**src/rtl/fifo_ms_merge_pkg.sv**
```systemverilog
// Shared definitions for the multi-stream merging FIFO: arbitration modes,
// tag placement helpers and the round-robin lane search step.
package fifo_ms_merge_pkg;

    localparam int ARB_FIXED = 0;
    localparam int ARB_RR    = 1;

    // Tag occupies the TAG_WIDTH MSBs of the output word; the demux end uses the same slice.
    function automatic int tag_lsb(input int width, input int tag_width);
        return width - tag_width;
    endfunction

    // Lane visited at step k (1..flux) of a search that starts just after ptr.
    function automatic int rr_lane(input int ptr, input int k, input int flux);
        int idx;
        idx = ptr + k;
        if (idx >= flux) begin
            idx = idx - flux;
        end
        return idx;
    endfunction

endpackage

```
**src/rtl/fifo_ms_lane.sv**
```systemverilog
// One producer lane: circular buffer with registered occupancy count.
// The head word is presented combinationally from the read pointer.
module fifo_ms_lane #(
    parameter int PAY_WIDTH = 7,
    parameter int DEPTH     = 4,
    localparam int ADDR_WIDTH = $clog2(DEPTH)
) (
    input  logic                  ck,
    input  logic                  rst_n,
    input  logic                  push,
    input  logic                  pop,
    input  logic [PAY_WIDTH-1:0]  din,
    output logic [PAY_WIDTH-1:0]  head,
    output logic [ADDR_WIDTH:0]   count,
    output logic                  full
);

    logic [PAY_WIDTH-1:0]  mem [DEPTH];
    logic [ADDR_WIDTH-1:0] wp;
    logic [ADDR_WIDTH-1:0] rp;
    logic                  push_ok;
    logic                  pop_ok;

    // Full and empty come from registered count only, so a push to a full
    // lane is dropped even when the same edge pops it.
    assign full    = (count == (ADDR_WIDTH+1)'(DEPTH));
    assign push_ok = push && !full;
    assign pop_ok  = pop && (count != '0);
    assign head    = mem[rp];

    always_ff @(posedge ck) begin
        if (push_ok) begin
            mem[wp] <= din;
        end
    end

    always_ff @(posedge ck or negedge rst_n) begin
        if (!rst_n) begin
            wp    <= '0;
            rp    <= '0;
            count <= '0;
        end else begin
            if (push_ok) begin
                wp <= wp + 1'b1;
            end
            if (pop_ok) begin
                rp <= rp + 1'b1;
            end
            case ({push_ok, pop_ok})
                2'b10:   count <= count + 1'b1;
                2'b01:   count <= count - 1'b1;
                default: count <= count;
            endcase
        end
    end

endmodule

```
**src/rtl/fifo_ms_merge.sv**
```systemverilog
// N-writer / 1-reader merging FIFO: per-lane queues, an arbiter that picks
// the next lane, and a first-word-fall-through output register tagging each word.
module fifo_ms_merge
    import fifo_ms_merge_pkg::*;
#(
    parameter int WIDTH = 8,
    parameter int DEPTH = 4,
    parameter int FLUX  = 2,
    parameter int RR    = ARB_RR,
    localparam int TAG_WIDTH  = $clog2(FLUX),
    localparam int PAY_WIDTH  = WIDTH - TAG_WIDTH,
    localparam int ADDR_WIDTH = $clog2(DEPTH)
) (
    input  logic                      ck,
    input  logic                      rst_n,
    input  logic [FLUX-1:0]           wr,
    input  logic [FLUX*PAY_WIDTH-1:0] datain,
    output logic [FLUX-1:0]           full,
    input  logic                      rd,
    output logic                      empty,
    output logic [WIDTH-1:0]          dataout
);

    localparam int TAG_LSB = tag_lsb(WIDTH, TAG_WIDTH);

    logic [PAY_WIDTH-1:0]  head     [FLUX];
    logic [ADDR_WIDTH:0]   count    [FLUX];
    logic [FLUX-1:0]       nonempty;
    logic [FLUX-1:0]       pop;
    logic [TAG_WIDTH-1:0]  grant;
    logic [TAG_WIDTH-1:0]  rr_ptr;
    logic                  any;
    logic                  valid;
    logic                  load;

    genvar gi;
    generate
        for (gi = 0; gi < FLUX; gi++) begin : g_lane
            fifo_ms_lane #(
                .PAY_WIDTH (PAY_WIDTH),
                .DEPTH     (DEPTH)
            ) u_lane (
                .ck    (ck),
                .rst_n (rst_n),
                .push  (wr[gi]),
                .pop   (pop[gi]),
                .din   (datain[gi*PAY_WIDTH +: PAY_WIDTH]),
                .head  (head[gi]),
                .count (count[gi]),
                .full  (full[gi])
            );
            assign nonempty[gi] = (count[gi] != '0);
            assign pop[gi]      = load && (grant == TAG_WIDTH'(gi));
        end
    endgenerate

    // Arbitration sees pre-edge counts, so a word written on this edge waits a cycle.
    always_comb begin
        grant = '0;
        any   = 1'b0;
        if (RR == ARB_RR) begin
            for (int k = 1; k <= FLUX; k++) begin
                if (!any && nonempty[rr_lane(int'(rr_ptr), k, FLUX)]) begin
                    any   = 1'b1;
                    grant = TAG_WIDTH'(rr_lane(int'(rr_ptr), k, FLUX));
                end
            end
        end else begin
            for (int i = FLUX - 1; i >= 0; i--) begin
                if (!any && nonempty[i]) begin
                    any   = 1'b1;
                    grant = TAG_WIDTH'(i);
                end
            end
        end
    end

    // Consumer handshake: a word is offered while empty==0; asserting rd on an
    // edge pops that word, and rd while empty==1 is ignored.
    assign load  = (!valid || rd) && any;
    assign empty = !valid;

    always_ff @(posedge ck or negedge rst_n) begin
        if (!rst_n) begin
            valid   <= 1'b0;
            dataout <= '0;
            rr_ptr  <= TAG_WIDTH'(FLUX - 1);
        end else if (load) begin
            valid                       <= 1'b1;
            dataout[WIDTH-1:TAG_LSB]    <= grant;
            dataout[PAY_WIDTH-1:0]      <= head[grant];
            if (RR == ARB_RR) begin
                rr_ptr <= grant;
            end
        end else if (!valid || rd) begin
            valid <= 1'b0;
        end
    end

endmodule
```
**config.mk**
```make
export PLATFORM = sky130hd
export DESIGN_NAME = fifo_ms_merge
export DESIGN_NICKNAME = d
export VERILOG_FILES = /design/src/rtl/fifo_ms_merge_pkg.sv /design/src/rtl/fifo_ms_lane.sv /design/src/rtl/fifo_ms_merge.sv
export SDC_FILE = /design/constraint.sdc
export NUM_CORES = 1
export LEC_CHECK = 0
export BUFFER_PORTS_ARGS = -buffer_cell sky130_fd_sc_hd__buf_2
export CORE_UTILIZATION = 50
export CTS_CLUSTER_DIAMETER = 200
export DETAILED_ROUTE_END_ITERATION = 16
export PLACE_DENSITY = 0.69
export REMOVE_ABC_BUFFERS = 1
export SETUP_SLACK_MARGIN = 0.1
export SKIP_CTS_REPAIR_TIMING = 1
export SLEW_MARGIN = 20
export SYNTH_ARGS = -nofsm -noshare
export SYNTH_HDL_FRONTEND = slang
export SYNTH_SLANG_ARGS = --single-unit
```
**constraint.sdc**
```tcl
create_clock -name ck -period 3.7 [get_ports ck]
set_clock_uncertainty 0.2 [all_clocks]
set_input_delay 0.555 -clock ck [delete_from_list [all_inputs] [get_ports ck]]
set_output_delay 0.555 -clock ck [all_outputs]
set_load 0.005 [all_outputs]
```
# Word-level counts from Yosys, hierarchy flattened

Memory sizes are Yosys's and may differ from the RTL's.
Cells that the tools add are included.

Word-level logic and storage cells: 77
Bits in registers: 24
Output and inout bits: 11
Memories kept: 2
Input port bits: 19
Memory bits (writable): 56

Memory list:

| memory               | depth | bits a word | read ports | clocked after memory_dff | wr ports | line               | RTL |
|---|---|---|---|---|---|---|---|
| g_lane[0].u_lane.mem | 4     | 7           | 1          | 0                        | 1        | fifo_ms_lane.sv:18 | `logic [PAY_WIDTH-1:0] mem [DEPTH];` |
| g_lane[1].u_lane.mem | 4     | 7           | 1          | 0                        | 1        | fifo_ms_lane.sv:18 |  |

Reduce and logical (&&, ||, !) cells: 18
$add $sub $neg: 12
Bitwise logic cells: 2
Multiplexer cells: 23
$lt $le $gt $ge: 5
Equality and inequality tests: 6

Operator list:

| cell                | number |
|---|---|
| $lt 32x3->1 const B | 2 |
| $mux 32             | 2 |
| $mux 7              | 3 |
| $mux 1              | 16 |
| $pmux 3 s2          | 2 |
| $add 2x1->2 const B | 4 |
| $logic_and 1x1->1   | 8 |
| $add 3x1->3 const B | 2 |
| $eq 3x3->1 const B  | 2 |
| $reduce_bool 2->1   | 3 |
| $reduce_bool 3->1   | 2 |
| $sub 3x1->3 const B | 2 |
| $eq 2x1->1 const B  | 2 |
| $eq 2x2->1 const B  | 2 |
| $ge 2x2->1 const B  | 2 |
| $logic_not 1->1     | 4 |
| $sub 3x2->4 const B | 1 |
| $add 1x2->3 const B | 1 |
| $ge 3x2->1 const B  | 1 |
| $sub 2x2->3 const B | 1 |
| $add 1x1->2 const B | 1 |
| $not 1->2           | 1 |
| $logic_or 1x1->1    | 1 |
| $not 1->1           | 1 |

# Depth between registers and ports, before layout

Gate-level depths: netlist of run 1.

Word-level depth: 15
Depth in mapped cells: 10
Gate-level depth less buffers: 9

# By module

A second synthesis of run 1 with hierarchy kept.

Cell total of the unflattened synthesis: 203
Area, all modules: 3,442.1 um^2

Modules (own cells, without submodules):

| module        | cells each | instances | area an instance (um^2) | sequential area each (um^2) |
|---|---|---|---|---|
| fifo_ms_lane  | 73         | 2         | 1,433.9                 | 1,016.0 |
| fifo_ms_merge | 57         | 1         | 574.3                   | 251.5 |

# Least setup slack after synthesis of run 1

OpenSTA, ideal clock, no wires.

Path kind: register -> register
Start: register g_lane[0].u_lane.count[0]
End: register g_lane[1].u_lane.count[2]
Setup slack: 1,222 ps
Library setup time: 79 ps
Period minus slack after synthesis: 2,478 ps
Stages on the path, launching flop included: 10
Data arrival time: 2,199 ps
Path buffers: 0
Data required time: 3,421 ps
Cells stage by stage: dfrtp_1 > o31ai_1 > nand3_1 > inv_1 > ha_1 > inv_1 > fa_1 > xor2_1 > nor2_1 > xor2_1

Word-level cells in the longest chain between the ends: 13
Elaborated cells on any way between the ends: 20
Those cells by class: eq/ne: 2; mux: 11; reduce/logical: 7

Ends and longest elaborated chain:

| what                                                   | line                | RTL |
|---|---|---|
| from (decl)                                            | fifo_ms_lane.sv:14  | `output logic [ADDR_WIDTH:0] count,` |
| from (signal assigned)                                 | fifo_ms_lane.sv:50  | `2'b10: count <= count + 1'b1;` |
| from (signal assigned)                                 | fifo_ms_lane.sv:51  | `2'b01: count <= count - 1'b1;` |
| from (signal assigned)                                 | fifo_ms_lane.sv:52  | `default: count <= count;` |
| $reduce_bool 3->1 *                                    | fifo_ms_merge.sv:52 | `assign nonempty[gi] = (count[gi] != '0);` |
| $mux 1 (not written as such) (3 in a row)              | fifo_ms_merge.sv:63 | `if (!any && nonempty[rr_lane(int'(rr_ptr), k, FLUX)]) begin` |
| $mux 1                                                 | fifo_ms_merge.sv:63 |  |
| $logic_not 1->1                                        | fifo_ms_merge.sv:63 |  |
| $logic_and 1x1->1                                      | fifo_ms_merge.sv:63 |  |
| $mux 1                                                 | fifo_ms_merge.sv:63 |  |
| $logic_and 1x1->1                                      | fifo_ms_merge.sv:80 | `assign load = (!valid \|\| rd) && any;` |
| $logic_and 1x1->1 *                                    | fifo_ms_merge.sv:53 | `assign pop[gi] = load && (grant == TAG_WIDTH'(gi));` |
| $logic_and 1x1->1 *                                    | fifo_ms_lane.sv:28  | `assign pop_ok = pop && (count != '0);` |
| via g_lane[1].u_lane.pop_ok                            | fifo_ms_lane.sv:22  | `logic pop_ok;` |
| $eq 2x1->1 / $eq 2x2->1 (equally long branches)        | fifo_ms_lane.sv:49  | `case ({push_ok, pop_ok})` |
| $pmux 3 s2 / $reduce_bool 2->1 (equally long branches) | -                   |  |
| to (signal assigned)                                   | fifo_ms_lane.sv:50  |  |
| to (signal assigned)                                   | fifo_ms_lane.sv:51  |  |
| to (signal assigned)                                   | fifo_ms_lane.sv:52  |  |
| to (decl)                                              | fifo_ms_lane.sv:14  |  |

Mark *: on every way through the listed nets, which the timed path passes. The rest lies on a longest branch. The select of a mux whose other input is x is not followed.
A chain may end at the register's enable or synchronous reset.

# Worst setup path after layout of run 1

Ends and elaborated chain as after synthesis.

==> results of run 1 <==
[cell type report]
| cell class | count | area, µm² |
|---|---|---|
| repair buffers | 29 | 145 |
| clock buffers | 9 | 124 |
| flip-flops and latches | 80 | 2280 |
| clock inverters | 7 | 144 |
| multi-input cells | 85 | 941 |
| well taps | 77 | 96.3 |
| inverters | 16 | 60.1 |
| fillers | 497 | 2590 |
[worst reg2reg max path, cell delays in order, from the launching register on]
cell and delay, ns:
dfrtp_1 0.44, o31ai_1 0.71, nand3_1 0.30, inv_1 0.13
ha_1 0.20, inv_1 0.07, fa_1 0.39, xor2_1 0.20
nor2_1 0.07, xor2_1 0.14
[cell usage in the layout, fill, tap and decap left out, types with 2 or more instances in the layout]
master	netlist	layout
bufinv_16	0	4
mux4_2	14	14
a221o_1	7	7
nor2_1	3	3
nor2b_1	2	2
nor3b_1	2	2
and2_1	8	8
clkinvlp_4	0	2
xor2_1	5	5
and4_1	7	7
xnor2_1	7	7
fa_1	2	2
ha_1	10	10
inv_1	16	16
dfrtp_1	23	23
clkbuf_8	0	9
o21ai_0	2	2
buf_2	2	29
edfxtp_1	56	56
mux2_2	2	2
mux2i_1	2	2
[power by group through the flow]
stage	combinational [mW]	sequential [mW]	clock (mW)
2_1_floorplan	0.634	1.41	0
3_3_place_gp	0.847	1.46	0
3_5_place_dp	0.865	1.47	0
4_1_cts	0.878	1.45	0.842
5_1_grt	0.969	1.49	0.880
6_report	0.857	1.45	0.828
[metal layers]
metal / share of wire / vias up
met5: 0 / -
met2: 0.47 / 43
met3: 0.038 / 8
met4: 0.016 / 0
met1: 0.47 / 842
li1: - / 780
[through the flow]
stage          power [mW]  hold WS, ns  std cells  setup slack (ns)
2_1_floorplan        2.05       0.0594        181              1.22
3_3_place_gp         2.31        0.295        287             0.994
3_5_place_dp         2.34        0.296        287             0.826
4_1_cts              3.17      0.00980        303             0.760
5_1_grt              3.34       0.0303        303             0.516
6_report             3.13     0.000432        303             0.757
[synth_stat cells, drive strengths merged]
| master | n |
|---|---|
| nand3 | 1 |
| o21a | 1 |
| mux2 | 2 |
| fa | 2 |
| xor2 | 5 |
| a221o | 7 |
| o2111ai | 1 |
| dfrtp | 23 |
| clkbuf | 2 |
| nor3 | 1 |
| o31ai | 1 |
| inv | 16 |
| nor2b | 2 |
| buf | 7 |
| nand2 | 1 |
| mux4 | 14 |
| nand2b | 1 |
| ha | 10 |
| and4 | 7 |
| o211a | 1 |
| edfxtp | 56 |
| and2 | 8 |
| dfstp | 1 |
| xnor2 | 7 |
| nand4 | 1 |
| o21ai | 3 |
| or3 | 2 |
| nor3b | 2 |
| nor2 | 3 |
| mux2i | 2 |
[path summary, 6_finish.rpt]
| path | slack, ns | endpoint | cells past startpoint |
|---|---|---|---|
| max | 0.76 | g_lane[1].u_lane.count[2] | 9 |
| max in group asynchronous | 2.92 | g_lane[1].u_lane.count[0] | 1 |
| max reg2reg | 0.76 | g_lane[1].u_lane.count[2] | 9 |
| min in group ck | 0.23 | g_lane[1].u_lane.mem[2][3] | 1 |
| min | 0.0004 | valid | 1 |
| min reg2reg | 0.31 | g_lane[1].u_lane.count[2] | 1 |
[kinds of logic (layout without fill, tap and decap cells)]
family / count (synthesis) / count (layout) / synth area share
fa+ha+maj: 12 / 12 / 0.0495
buf+inv: 25 / 61 / 0.0334
simple gates: 29 / 29 / 0.0581
compound gates: 14 / 14 / 0.0356
xor+xnor: 12 / 12 / 0.0315
flops: 80 / 80 / 0.685
mux: 18 / 18 / 0.107
[sequential cells by signal, summed over array words and instances, names as in the netlist]
name and count:
g_lane.u_lane.count 6, g_lane.u_lane.wp 4, dataout 8, valid 1, rr_ptr 1, g_lane.u_lane.rp 4, g_lane.u_lane.mem 56
==> reports/metrics.cfg, run 1 <==
[run_status]
outcome = completed

[global_routing]
met1_usage = 0.266
grt_pass1_vias = 1726
grtUsageMet2 = 0.254
top_usage_layer = met1
grt_overflow_total = 0
grt_pass1_wl_um = 9180
grt_max_degree = 25
use_met3 = 0.0396
antenna_found_initial = 0
grt_usage = 0.178

[power_and_ir_drop]
ir_drop_v = 0.000427
p_switching_mw = 0.926
switching_share = 0.296
power_density_nw_per_um2 = 825
leakage_nw = 1.48
pwr-share-comb = 0.274
p_seq_frac = 0.462
power.internal_mw = 2.20
power_frac_clock = 0.264

[finish]
n_antenna_cell = 0
fin_area_um2 = 3790
drive_gt1_frac = 0.279
areaGrowthSynthToFinish_pct = 13.7
final_util = 0.594
layout.nets = 252

[detailed_routing]
ant_nets = 0
via_count = 1673
drc_errors = 0
routed_wl_um = 5460
via_per_inst = 5.52
drtPass1Iterations = 4
wl_per_cell_um = 18.0
drt_iter0_markers = 96

[yosys]
avgSynthCellArea_um2 = 17.6
synth_warnings = 0
yosys-top-cells-area = edfxtp_1, dfrtp_1, mux4_2, ha_1, a221o_1
ys_seq_elements = 80
yosysTopAreaCell = edfxtp_1
synth.top_cell.area_share = 0.504
synth_area_um2 = 3340
ys_types = 35
yosysSeqAreaShare = 0.685
syn_inst = 190

[die]
core_area_um2 = 6390
placementRows = 29
start_util = 0.522
die_x_um = 83.7
die-area_um2 = 7000
num_io_pins = 30
die_y_um = 83.7

[worst_setup_path]
path_max_fanout = 9
reg2reg_from = g_lane[0].u_lane.count[0]
slowest_delay_ns = 0.71
crit_path_end_kind = flop
cp_num_buf_inv = 2
crit_family = compound AO/OA/AOI/OAI gates
crit_path_cell_trace = o31ai_1 > nand3_1 > inv_1 > ha_1 > inv_1 > fa_1 > xor2_1 > nor2_1 > xor2_1
required_ns = 3.73
crit_start = g_lane[0].u_lane.count[0]
path_class = flop to flop
cp-start-kind = flop
arrival_ns = 2.97
critPathSlowestCell = o31ai_1

[timing]
rsz0062_at_grt = no
tightestPinTransition_ns = 0.798
maxSlewViolCount = 0
setup_viol = 0
period_share = 0.795
finalHoldViolCount = 0
max_freq_ghz = 0.340
period_needed_ns = 2.94
maxSlewHeadroom = 0.464
setup_tns_ns = 0

[place]
port_buffers = 29
placed_cell_area_um2 = 3530
dpl.hpwl_um = 3790
gp_congestion = 0.741

[clock_tree]
tritoncts = done
cts.clk_slew.worst_paths_ns = 0.08
cts_made_buffers = 9
clockBufferDepth = 2
cts_root_buffer = clkbuf_8
insertion_delay_ns = 0.34
htree_levels = 3
cts_sinks = 80

[run]
maxCapViolCount = 0

[min_path]
hp-class = input pin to asynchronous set/reset pin

Power figures use the tool's default switching activity.
==> inputs of run 2 (changes only) <==
--- a/config.mk
+++ b/config.mk
@@ -9,7 +9,7 @@
 export CORE_UTILIZATION = 50
 export CTS_CLUSTER_DIAMETER = 200
 export DETAILED_ROUTE_END_ITERATION = 16
-export PLACE_DENSITY = 0.69
+export PLACE_DENSITY = 0.72
 export REMOVE_ABC_BUFFERS = 1
 export SETUP_SLACK_MARGIN = 0.1
 export SKIP_CTS_REPAIR_TIMING = 1
==> constraint.sdc (replaced) <==
create_clock -name ck -period 2.4 [get_ports ck]
set_clock_uncertainty 0.2 [all_clocks]
set_input_delay 0.36 -clock ck [delete_from_list [all_inputs] [get_ports ck]]
set_output_delay 0.36 -clock ck [all_outputs]
set_load 0.005 [all_outputs]
==> run 2 against run 1 <==
Effect of this change:
- worst hold slack better by 0.021 ns
- cell count up 3.3%
- sequential power up 54%
- utilization up 1.0 points
- critical endpoint is now g_lane[0].u_lane.count[2]
==> reports/metrics.cfg, run 2 (same netlist as run 1, synthesis figures left out) <==
[die]
num_io_pins = 30
start_util = 0.522
core_area_um2 = 6390
die_y_um = 83.7
die_x_um = 83.7
placementRows = 29
die-area_um2 = 7000

[timing]
tightestPinTransition_ns = 0.531
rsz0062_at_grt = no
max_freq_ghz = 0.447
setup_viol = 0
period_needed_ns = 2.24
maxSlewHeadroom = 0.646
period_share = 0.931
setup_tns_ns = 0
setup_slack_ns = 0.165
finalHoldViolCount = 0
maxSlewViolCount = 0

[worst_setup_path]
crit_family = adder cells
crit_top_cell = xor2_1
crit_path_cell_trace = nor3_4 > o211a_1 > ha_2 > inv_1 > fa_1 > xor2_1 > nor2_1 > xor2_1
arrival_ns = 2.31
cp_num_buf_inv = 1
required_ns = 2.47
critPathSlowestCell = dfrtp_2
path_max_fanout = 5
crit_path_end_kind = flop
slowest_delay_ns = 0.46
cp-start-kind = flop
path_class = flop to flop

[clock_tree]
cts_sinks = 80
cts_made_buffers = 9
cts_root_buffer = clkbuf_8
clockBufferDepth = 2
cts.clk_slew.worst_paths_ns = 0.08
tritoncts = done
insertion_delay_ns = 0.35
htree_levels = 3

[detailed_routing]
wl_met2_um = 2590
via_per_inst = 5.50
met1_length_um = 2450
drc_errors = 0
drt_iter0_markers = 149
wl_per_cell_um = 17.3
ant_nets = 0
met3_wirelength_um = 247
dr.max_layer_used = met4
via_count = 1720
drtPass1Iterations = 4
routed_wl_um = 5430

[min_path]
hp-class = input pin to flop

[run]
maxCapViolCount = 0

[place]
dpl.hpwl_um = 3800
gp_congestion = 0.791
post-place-ws_ns = 0.103
port_buffers = 29

[power_and_ir_drop]
leakage_nw = 1.50
total_power_mw = 4.66
power_density_nw_per_um2 = 1210
ir_drop_v = 0.000701

[global_routing]
grt_pass1_vias = 1761
antenna_found_initial = 0
grt_usage = 0.169
grt_overflow_total = 0
grt_pass1_wl_um = 8670
grt_max_degree = 25

[finish]
reg.largest.list = g_lane.u_lane.mem x56, dataout x8, g_lane.u_lane.count x6
drive_gt1_frac = 0.352
areaGrowthSynthToFinish_pct = 15.7
n_antenna_cell = 0
final_common_cell = edfxtp_1
largest-register = g_lane.u_lane.mem
layout_common_cells = edfxtp_1, buf_2, dfrtp_1
layout.nets = 262
largest_reg_flops = 56

[run_status]
outcome = completed

[run 2: layout make-up]
cell class | count | area (µm²)
fill | 472 | 2530
sequential | 80 | 2290
multi-input combinational | 85 | 1010
timing repair buffer | 39 | 223
clock buffer | 11 | 131
tap | 77 | 96.3
inverter | 16 | 60.1
clock inverter | 5 | 47.5
[run 2: metal layers]
metal	global-route usage	vias up
met5	0	-
met4	0.0878	0
met3	0.0534	14
met2	0.256	42
met1	0.222	864
li1	-	800
[run 2: final timing paths]
kind | slack, ns | start | cells past startpoint | to
max | 0.16 | g_lane[1].u_lane.count[0] | 8 | g_lane[0].u_lane.count[2]
min | 0.02 | datain[13] | 1 | g_lane[1].u_lane.mem[3][6]
max reg2reg | 0.16 | g_lane[1].u_lane.count[0] | 8 | g_lane[0].u_lane.count[2]
min in group asynchronous | 0.32 | rst_n | 2 | dataout[0]
max in group asynchronous | 1.29 | rst_n | 2 | g_lane[0].u_lane.count[1]
min reg2reg | 0.31 | dataout[3] | 1 | dataout[3]
[run 2: through the flow]
stage               utilization  hold slack (ns)  cell area (µm²)  std cells
detailed placement        0.562            0.178             3590        295
global route              0.604           0.0193             3860        313
finish                    0.604           0.0215             3860        313
floorplan                     -           -0.136             3280        181
CTS                       0.590           -0.205             3760        311
global placement          0.562            0.171             3590        295
[run 2: power by group]
part	switching [mW]	internal (mW)	total, mW
combinational	0.681	0.825	1.51
sequential	0.324	1.92	2.24
clock	0.442	0.471	0.912
total	1.45	3.21	4.66
